## src/rtl/mem_pkg.sv

```systemverilog
// Shared definitions for the memory/peripheral block and its front-end arbiter.
package mem_pkg;

    // Arbiter sequencing states
    typedef enum logic [1:0] {
        IDLE    = 2'd0,
        WAIT    = 2'd1,
        RECOVER = 2'd2
    } arb_state_t;

    // Requesting port identity
    typedef enum logic {
        PORT_I = 1'b0,
        PORT_D = 1'b1
    } port_t;

    // Access size/sign codes understood by the memory block
    localparam logic [2:0] FUNCT3_B  = 3'b000;
    localparam logic [2:0] FUNCT3_H  = 3'b001;
    localparam logic [2:0] FUNCT3_W  = 3'b010;
    localparam logic [2:0] FUNCT3_BU = 3'b100;
    localparam logic [2:0] FUNCT3_HU = 3'b101;

    // Memory-mapped peripheral addresses shared with software headers
    localparam logic [31:0] MMIO_BASE      = 32'h0080_0000;
    localparam logic [31:0] MMIO_GPIO_ADDR = 32'h0080_0000;
    localparam logic [31:0] MMIO_UART_ADDR = 32'h0080_0004;
    localparam logic [31:0] MMIO_TIMER_ADDR = 32'h0080_0008;

    // Common widths
    localparam int unsigned XLEN    = 32;
    localparam int unsigned TIMER_W = 32;

    // Transaction fields presented to the memory block while mem_ce is low
    typedef struct packed {
        logic [2:0]      funct3;
        logic [XLEN-1:0] addr;
        logic [XLEN-1:0] wdata;
        logic            we;
    } mem_req_t;

endpackage

```

## src/rtl/mem_arbiter.sv

```systemverilog
// Two-port (fetch/load-store) arbiter and transaction sequencer for the shared memory block.
module mem_arbiter
    import mem_pkg::*;
#(
    parameter int unsigned TIMEOUT_CYCLES = 65535,
    parameter logic [2:0]  FETCH_FUNCT3   = FUNCT3_W
) (
    input  logic            clk,
    input  logic            reset,

    input  logic            i_req,
    input  logic [31:0]     i_addr,
    output logic [31:0]     i_rdata,
    output logic            i_done,
    output logic            i_fault,

    input  logic            d_req,
    input  logic            d_we,
    input  logic [2:0]      d_funct3,
    input  logic [31:0]     d_addr,
    input  logic [31:0]     d_wdata,
    output logic [31:0]     d_rdata,
    output logic            d_done,
    output logic            d_fault,

    output logic            mem_ce,
    output logic [2:0]      mem_funct3,
    output logic [31:0]     mem_addr,
    output logic [31:0]     mem_datain,
    output logic            mem_memwrite,
    input  logic [31:0]     mem_dataout,
    input  logic            mem_busy,
    input  logic            mem_valid,
    input  logic            mem_fault
);

    arb_state_t           state_q, state_d;
    port_t                last_grant_q, last_grant_d;
    logic                 busy_seen_q, busy_seen_d;
    logic [TIMER_W-1:0]   timer_q, timer_d;
    mem_req_t             req_q, req_d;
    logic                 ce_q, ce_d;
    logic [31:0]          i_rdata_q, i_rdata_d;
    logic [31:0]          d_rdata_q, d_rdata_d;
    logic                 i_done_q, i_done_d;
    logic                 i_fault_q, i_fault_d;
    logic                 d_done_q, d_done_d;
    logic                 d_fault_q, d_fault_d;

    // Read-valid is informational only; completion is taken from the busy fall.
    logic unused_mem_valid;
    assign unused_mem_valid = mem_valid;

    // Round-robin choice: on a tie, serve the port that was not served last.
    function automatic port_t pick_port(input logic ireq, input logic dreq, input port_t last);
        if (ireq && dreq) begin
            return (last == PORT_I) ? PORT_D : PORT_I;
        end else if (ireq) begin
            return PORT_I;
        end else begin
            return PORT_D;
        end
    endfunction

    // Next-state and output logic for the grant/wait/recover sequence
    always_comb begin
        state_d      = state_q;
        last_grant_d = last_grant_q;
        busy_seen_d  = busy_seen_q;
        timer_d      = timer_q;
        req_d        = req_q;
        ce_d         = ce_q;
        i_rdata_d    = i_rdata_q;
        d_rdata_d    = d_rdata_q;
        i_done_d     = 1'b0;
        i_fault_d    = 1'b0;
        d_done_d     = 1'b0;
        d_fault_d    = 1'b0;

        case (state_q)
            IDLE: begin
                ce_d = 1'b1;
                if (i_req || d_req) begin
                    last_grant_d = pick_port(i_req, d_req, last_grant_q);
                    if (last_grant_d == PORT_I) begin
                        req_d.funct3 = FETCH_FUNCT3;
                        req_d.addr   = i_addr;
                        req_d.wdata  = 32'h0;
                        req_d.we     = 1'b0;
                    end else begin
                        req_d.funct3 = d_funct3;
                        req_d.addr   = d_addr;
                        req_d.wdata  = d_wdata;
                        req_d.we     = d_we;
                    end
                    ce_d        = 1'b0;
                    busy_seen_d = 1'b0;
                    timer_d     = '0;
                    state_d     = WAIT;
                end
            end

            WAIT: begin
                busy_seen_d = busy_seen_q | mem_busy;
                timer_d     = (timer_q == '1) ? timer_q : timer_q + TIMER_W'(1);
                if (mem_fault) begin
                    i_fault_d = (last_grant_q == PORT_I);
                    d_fault_d = (last_grant_q == PORT_D);
                    ce_d      = 1'b1;
                    state_d   = RECOVER;
                end else if (busy_seen_q && !mem_busy) begin
                    if (last_grant_q == PORT_I) begin
                        i_rdata_d = mem_dataout;
                        i_done_d  = 1'b1;
                    end else begin
                        if (!req_q.we) begin
                            d_rdata_d = mem_dataout;
                        end
                        d_done_d = 1'b1;
                    end
                    ce_d    = 1'b1;
                    state_d = RECOVER;
                end else if ((TIMEOUT_CYCLES != 0) &&
                             (timer_q == TIMER_W'(TIMEOUT_CYCLES - 1))) begin
                    i_fault_d = (last_grant_q == PORT_I);
                    d_fault_d = (last_grant_q == PORT_D);
                    ce_d      = 1'b1;
                    state_d   = RECOVER;
                end
            end

            RECOVER: begin
                ce_d    = 1'b1;
                state_d = IDLE;
            end

            default: begin
                ce_d    = 1'b1;
                state_d = IDLE;
            end
        endcase
    end

    // State and output registers with synchronous active-low reset
    always_ff @(posedge clk) begin
        if (!reset) begin
            state_q      <= IDLE;
            last_grant_q <= PORT_D;
            busy_seen_q  <= 1'b0;
            timer_q      <= '0;
            req_q        <= '0;
            ce_q         <= 1'b1;
            i_rdata_q    <= 32'h0;
            d_rdata_q    <= 32'h0;
            i_done_q     <= 1'b0;
            i_fault_q    <= 1'b0;
            d_done_q     <= 1'b0;
            d_fault_q    <= 1'b0;
        end else begin
            state_q      <= state_d;
            last_grant_q <= last_grant_d;
            busy_seen_q  <= busy_seen_d;
            timer_q      <= timer_d;
            req_q        <= req_d;
            ce_q         <= ce_d;
            i_rdata_q    <= i_rdata_d;
            d_rdata_q    <= d_rdata_d;
            i_done_q     <= i_done_d;
            i_fault_q    <= i_fault_d;
            d_done_q     <= d_done_d;
            d_fault_q    <= d_fault_d;
        end
    end

    assign mem_ce       = ce_q;
    assign mem_funct3   = req_q.funct3;
    assign mem_addr     = req_q.addr;
    assign mem_datain   = req_q.wdata;
    assign mem_memwrite = req_q.we;
    assign i_rdata      = i_rdata_q;
    assign d_rdata      = d_rdata_q;
    assign i_done       = i_done_q;
    assign i_fault      = i_fault_q;
    assign d_done       = d_done_q;
    assign d_fault      = d_fault_q;

endmodule

```

## config.mk

```make
export PLATFORM = sky130hd
export DESIGN_NAME = mem_arbiter
export DESIGN_NICKNAME = d
export VERILOG_FILES = /design/src/rtl/mem_pkg.sv /design/src/rtl/mem_arbiter.sv
export SDC_FILE = /design/constraint.sdc
export NUM_CORES = 1
export LEC_CHECK = 0
export CAP_MARGIN = 5
export CORE_ASPECT_RATIO = 1.1
export CORE_MARGIN = 5
export CORE_UTILIZATION = 47
export DETAILED_ROUTE_END_ITERATION = 10
export GPL_ROUTABILITY_DRIVEN = 0
export GPL_TIMING_DRIVEN = 0
export PLACE_DENSITY = 0.84
export SLEW_MARGIN = 20
export SYNTH_ARGS = -nofsm -noshare
export SYNTH_HDL_FRONTEND = slang
export SYNTH_SLANG_ARGS = --single-unit
```

## constraint.sdc

```tcl
create_clock -name clk -period 4.3 [get_ports clk]
set_input_delay 0.645 -clock clk [delete_from_list [all_inputs] [get_ports clk]]
set_output_delay 0.645 -clock clk [all_outputs]
set_load 0.02 [all_outputs]
```

Word level (Yosys, flattened, before mapping)
Cells that the tools add are included.
Word-level totals
  input bits: 139
  logic and storage cells: 71
  bits in registers: 173
  output and inout port bits: 137
Cells by class
  equality and inequality tests: 6
  bitwise logic cells: 7
  reduce and logical (&&, ||, !) cells: 14
  mux-type cells: 28
  add/subtract/negate cells: 1
Operators with widths (count)
  68-bit two-way mux: 1
  32-bit two-way mux: 2
  32-bit one-hot mux with 2 select lines: 1
  32-bit by 1-bit adder with 32-bit output, second input constant: 1
  32-bit by 16-bit == test with 1-bit output, second input constant: 1
  32-bit == test, second input constant: 1
  1-bit two-way mux: 17
  2-bit two-way mux: 4
  2-bit AND reduction: 4
  1-bit inverter: 6
  5-bit AND reduction: 1
  2-bit inequality test, second input constant: 2
  4-bit inequality test, second input constant: 1
  1-bit one-hot mux with 2 select lines: 2
  2-bit one-hot mux with 2 select lines: 1
  4-bit AND reduction: 1
  4-bit OR reduction: 1
  3-bit AND reduction: 1
  2-bit by 1-bit == test with 1-bit output, second input constant: 1
  1-bit logical AND: 2
  2-bit logical NOT: 1
  2-bit nonzero test: 1
  1-bit logical NOT: 1
  1-bit logical OR: 1
  1-bit OR: 1

Logic depth before layout (Yosys ltp)
  depth in word-level cells: 5
  mapped depth: 9
  depth with buffers taken out: 6

Least setup slack after synthesis
OpenSTA, ideal clock, no wires.
  kind: reg2reg
  from: register timer_q[1]
  to: register timer_q[28]
  period minus slack after synthesis: 1989 ps
  buffers on the path: 3
  cell stages (with the launch flop): 10
  data required time: 4171 ps
  arrival time: 1860 ps
  setup time: 129 ps
  setup slack: 2311 ps
  path through: dfxtp_1 -> ha_1 -> and4_1 -> buf_6 -> nand4_4 -> o31a_1 -> buf_6 -> buf_6 -> a32oi_1 -> o31ai_1
Between the ends
  longest elaborated chain between the ends: 3
  elaborated cells on any way between the ends: 6
  classes of those cells: add/sub: 1; eq/ne: 2; mux: 2; reduce/logical: 1
Ends and longest elaborated chain
  start, declared: line mem_arbiter.sv:40  | logic [TIMER_W-1:0] timer_q, timer_d;
  start signal, assigned: line mem_arbiter.sv:163  | timer_q <= timer_d;
  32-bit by 1-bit adder with 32-bit output or 32-bit == test (tied branches): line mem_arbiter.sv:105  | timer_d = (timer_q == '1) ? timer_q : timer_q + TIMER_W'(1);
  32-bit two-way mux or 2-bit inequality test (tied branches)
  32-bit one-hot mux with 2 select lines or 3-bit AND reduction (tied branches)
Parallel ways exist; a longest one is shown, timed or not. The select of a mux whose other input is x is not followed.
A chain may end at the register's enable or synchronous reset.

Worst setup path in the final report
  from: input port d_req
  to: register req_q (netlist bit mem_datain[22])
Between the ends
  longest elaborated chain between the ends: 5
  elaborated cells on any way between the ends: 7
  classes of those cells: mux: 4; reduce/logical: 3
Ends and longest elaborated chain
  start, declared: line mem_arbiter.sv:17  | input logic d_req,
  1-bit logical AND: line mem_arbiter.sv:56  | if (ireq && dreq) begin
  1-bit two-way mux: line mem_arbiter.sv:56
  1-bit two-way mux: line mem_arbiter.sv:83  | if (i_req || d_req) begin
  1-bit two-way mux: line mem_arbiter.sv:80  | case (state_q)
  68-bit two-way mux: line mem_arbiter.sv:85  | if (last_grant_d == PORT_I) begin
  end signal, assigned: line mem_arbiter.sv:164  | req_q <= req_d;
  end, declared: line mem_arbiter.sv:41  | mem_req_t req_q, req_d;
Parallel ways exist; a longest one is shown, timed or not. The select of a mux whose other input is x is not followed.

==> results.sh <==
export IMPL_synth_seq_cells=173
export IMPL_relSlewSlack_pct=51.0
export IMPL_first_pass_iters=7
export IMPL_tns_ns=0
export IMPL_synthArstFlopShare_pct=0
export IMPL_clock_latency_ns=0.43
export IMPL_total_power_uw=3920
export IMPL_path_buf_inv=2
export IMPL_start_util_pct=47.8
export IMPL_numCtsBuffers=17
export IMPL_run_status="complete, no violations"
export IMPL_syn2layout_area_growth_pct=51.9
export IMPL_critPathMostFrequentCell="nor2_1"
export IMPL_cp_required_ns=4.68
export IMPL_grt_pass1_wl_um=33700
export IMPL_skew_ns=0.00735
export IMPL_fin_hold_ws_ns=0.454
export IMPL_ys_types=53
export IMPL_fin_crit_ns=2.62
export IMPL_drc=0
export IMPL_die_w_um=125
export IMPL_p_leak_uw=0.00387
export IMPL_final_period_utilization_pct=61.0
export IMPL_drtAntennaViolNets=0
export IMPL_drive_above_1_share_pct=5.29
export IMPL_ff_latch_area_um2=3460
export IMPL_root_buffer="clkbuf_16"
export IMPL_maxCapViolCount=0
export IMPL_fmax_mhz=381
export IMPL_grt_setup_unrepaired="no"
export IMPL_num_vias=6890
export IMPL_hold_viol=0
export IMPL_cts_tree="done"
export IMPL_path_cells="clkdlybuf4s50_1 > nor2_1 > nor3_2 > nand2_1 > nor2_1 > buf_2 > a22o_1"
export IMPL_setup_violations=0
export IMPL_final_nets=1206
export IMPL_fillers=1107
export IMPL_dieArea_um2=17200
export IMPL_ctsResizeCount=0
export IMPL_report_final_slew_viol_count=0
export IMPL_synth_ff_type="dfxtp_1"
export IMPL_vdd_ir_drop_max_mv=0.238
export IMPL_cts_sinks=173
export IMPL_holdBufCountCts=0
export IMPL_ys_seq_area_share_pct=50.3
export IMPL_hp_class="reg -> reg"
export IMPL_drt_iter0_markers=447
export IMPL_routed_wl_um=22200
export IMPL_synth_edf_count=0
export IMPL_num_rows=46
export IMPL_final_util_pct=72.6
export IMPL_grt_max_degree=17
export IMPL_core_um2=14400
export IMPL_track_usage_pct=24.6
export IMPL_tightest_slew_ns=0.732
export IMPL_cp_max_fo=10
export IMPL_synthesis_area_um2=6880
export IMPL_portBuffers=273
export IMPL_start_kind="primary input"
export IMPL_clk_path_buf_depth=2
export IMPL_cpLargestDelayFamily="simple AND/OR/NAND/NOR gates"
export IMPL_synth_fp_nets=914
export IMPL_ios=276
export IMPL_grt_pass1_vias=6661
export IMPL_die_h_um=137
export IMPL_critical_path_class="in -> reg"
export IMPL_via_per_inst=5.43
export IMPL_antennaDiodeCount=0
export IMPL_antenna_found_initial=0
export IMPL_p_per_area_nw_per_um2=375
export IMPL_post_cts_buffers=0
export IMPL_htreeDepth=4
export IMPL_multi_input_comb_area_um2=3090
export IMPL_cp_slowest_cell="nor3_2"
export IMPL_slowest_delay_ns=0.56
export IMPL_worst_setup_path_end_kind="flop"
export IMPL_dp_hpwl_um=16900
export IMPL_avgSynthCellArea_um2=8.90
export IMPL_clkTransAtPathRegs_ns=0.07
export IMPL_postSynthCellCount=773
export IMPL_cp_arrival_ns=3.00
export IMPL_yosys_warnings=0
export IMPL_overflow=0
export IMPL_routedWlPerCell_um=17.5
logic make-up after synthesis:
family | after synthesis | synth area share (%)
DFF | 173 | 50.3
muxes | 35 | 5.09
xor gates and xnor gates | 2 | 0.255
and+or+nand+nor | 282 | 18.8
adders and majority gates | 2 | 0.364
AOI/OAI and AO/OA | 209 | 20.4
buffers and inverters | 70 | 4.77
final cells by class:
type,count,area share (%)
Sequential cell,173,33.1
Timing Repair Buffer,273,26.1
Tap cell,192,2.30
Multi-Input combinational cell,530,29.5
Clock buffer,20,4.46
Buffer,60,2.78
Clock inverter,11,1.28
Inverter,10,0.359
registers in the layout, indices dropped and copies added, names as in the netlist:
signal / flops
mem_funct3: 3
mem_memwrite: 1
mem_datain: 32
d_rdata: 32
i_fault: 1
d_done: 1
timer_q: 32
i_done: 1
last_grant_q: 1
state_q: 2
d_fault: 1
mem_ce: 1
busy_seen_q: 1
mem_addr: 32
i_rdata: 32
worst paths after layout:
| kind | to | start | depth (start not counted) | slack (ns) |
|---|---|---|---|---|
| setup / recovery | mem_datain[22] | d_req | 7 | 1.68 |
| hold reg to reg | i_rdata[27] | i_rdata[27] | 2 | 0.45 |
| setup reg to reg | timer_q[1] | timer_q[1] | 9 | 2.02 |
| hold / removal | i_rdata[27] | i_rdata[27] | 2 | 0.45 |
stage by stage:
stage | instances | setup slack, ns | instance area [um^2]
floorplan | 773 | 2.31 | 6880
global placement | 1238 | 1.31 | 9850
detailed placement | 1238 | 1.20 | 9850
CTS | 1269 | 1.66 | 10500
global route | 1269 | 1.46 | 10500
finish | 1269 | 1.68 | 10500
tightest hold or removal path: stages (launching register included):
cell,delay [ns]
dfxtp_1,0.31
nand2_1,0.05
a21oi_1,0.05
report_power, final:
group          switching, uW  total (uW)  internal, uW
sequential              44.3        1720          1670
clock                    658        1560           905
combinational            322         640           317
total                   1020        3920          2900
layout by cell type (no fill, tap or decap), drive strengths merged, types with 10 or more instances in the layout:
| cell type | Yosys | layout |
|---|---|---|
| inv | 10 | 12 |
| buf | 20 | 20 |
| clkdlybuf4s50 | 0 | 273 |
| o21ai | 13 | 13 |
| nand2 | 149 | 149 |
| clkbuf | 40 | 60 |
| a31oi | 10 | 10 |
| nor2 | 51 | 51 |
| dfxtp | 173 | 173 |
| a22o | 37 | 37 |
| a21oi | 82 | 82 |
| nand4 | 14 | 14 |
| a211oi | 32 | 32 |
| nand3 | 19 | 19 |
| mux2i | 35 | 35 |
cell usage after synthesis, types with 3 or more instances:
master	count	area share, %
dfxtp_1	173	50
nand2_1	148	8.1
a21oi_1	82	6.0
nor2_1	51	2.8
clkbuf_1	40	2.2
a22o_1	37	4.7
mux2i_1	35	5.1
a211oi_1	32	3.5
nand3_1	19	1.4
buf_2	13	0.95
nand4_1	13	1.2
a31oi_1	10	0.91
inv_1	10	0.55
and4_1	9	1.1
and2_1	8	0.73
nor3_1	8	0.58
a22oi_1	7	0.76
and3_1	7	0.64
o21ai_1	7	0.51
o22a_1	7	0.89
buf_6	6	0.98
o21ai_0	6	0.44
nor4_1	5	0.45
a41oi_1	4	0.51
or3_1	3	0.27
layer usage:
| metal | up-vias | track usage (%) | wire (um) |
|---|---|---|---|
| met5 | - | 0 | 0 |
| met4 | 0 | 11.5 | 867 |
| met3 | 57 | 7.57 | 1880 |
| met2 | 305 | 42.9 | 11000 |
| met1 | 3182 | 27.7 | 8480 |
| li1 | 3346 | - | - |
(Power assumes the default switching activity.)
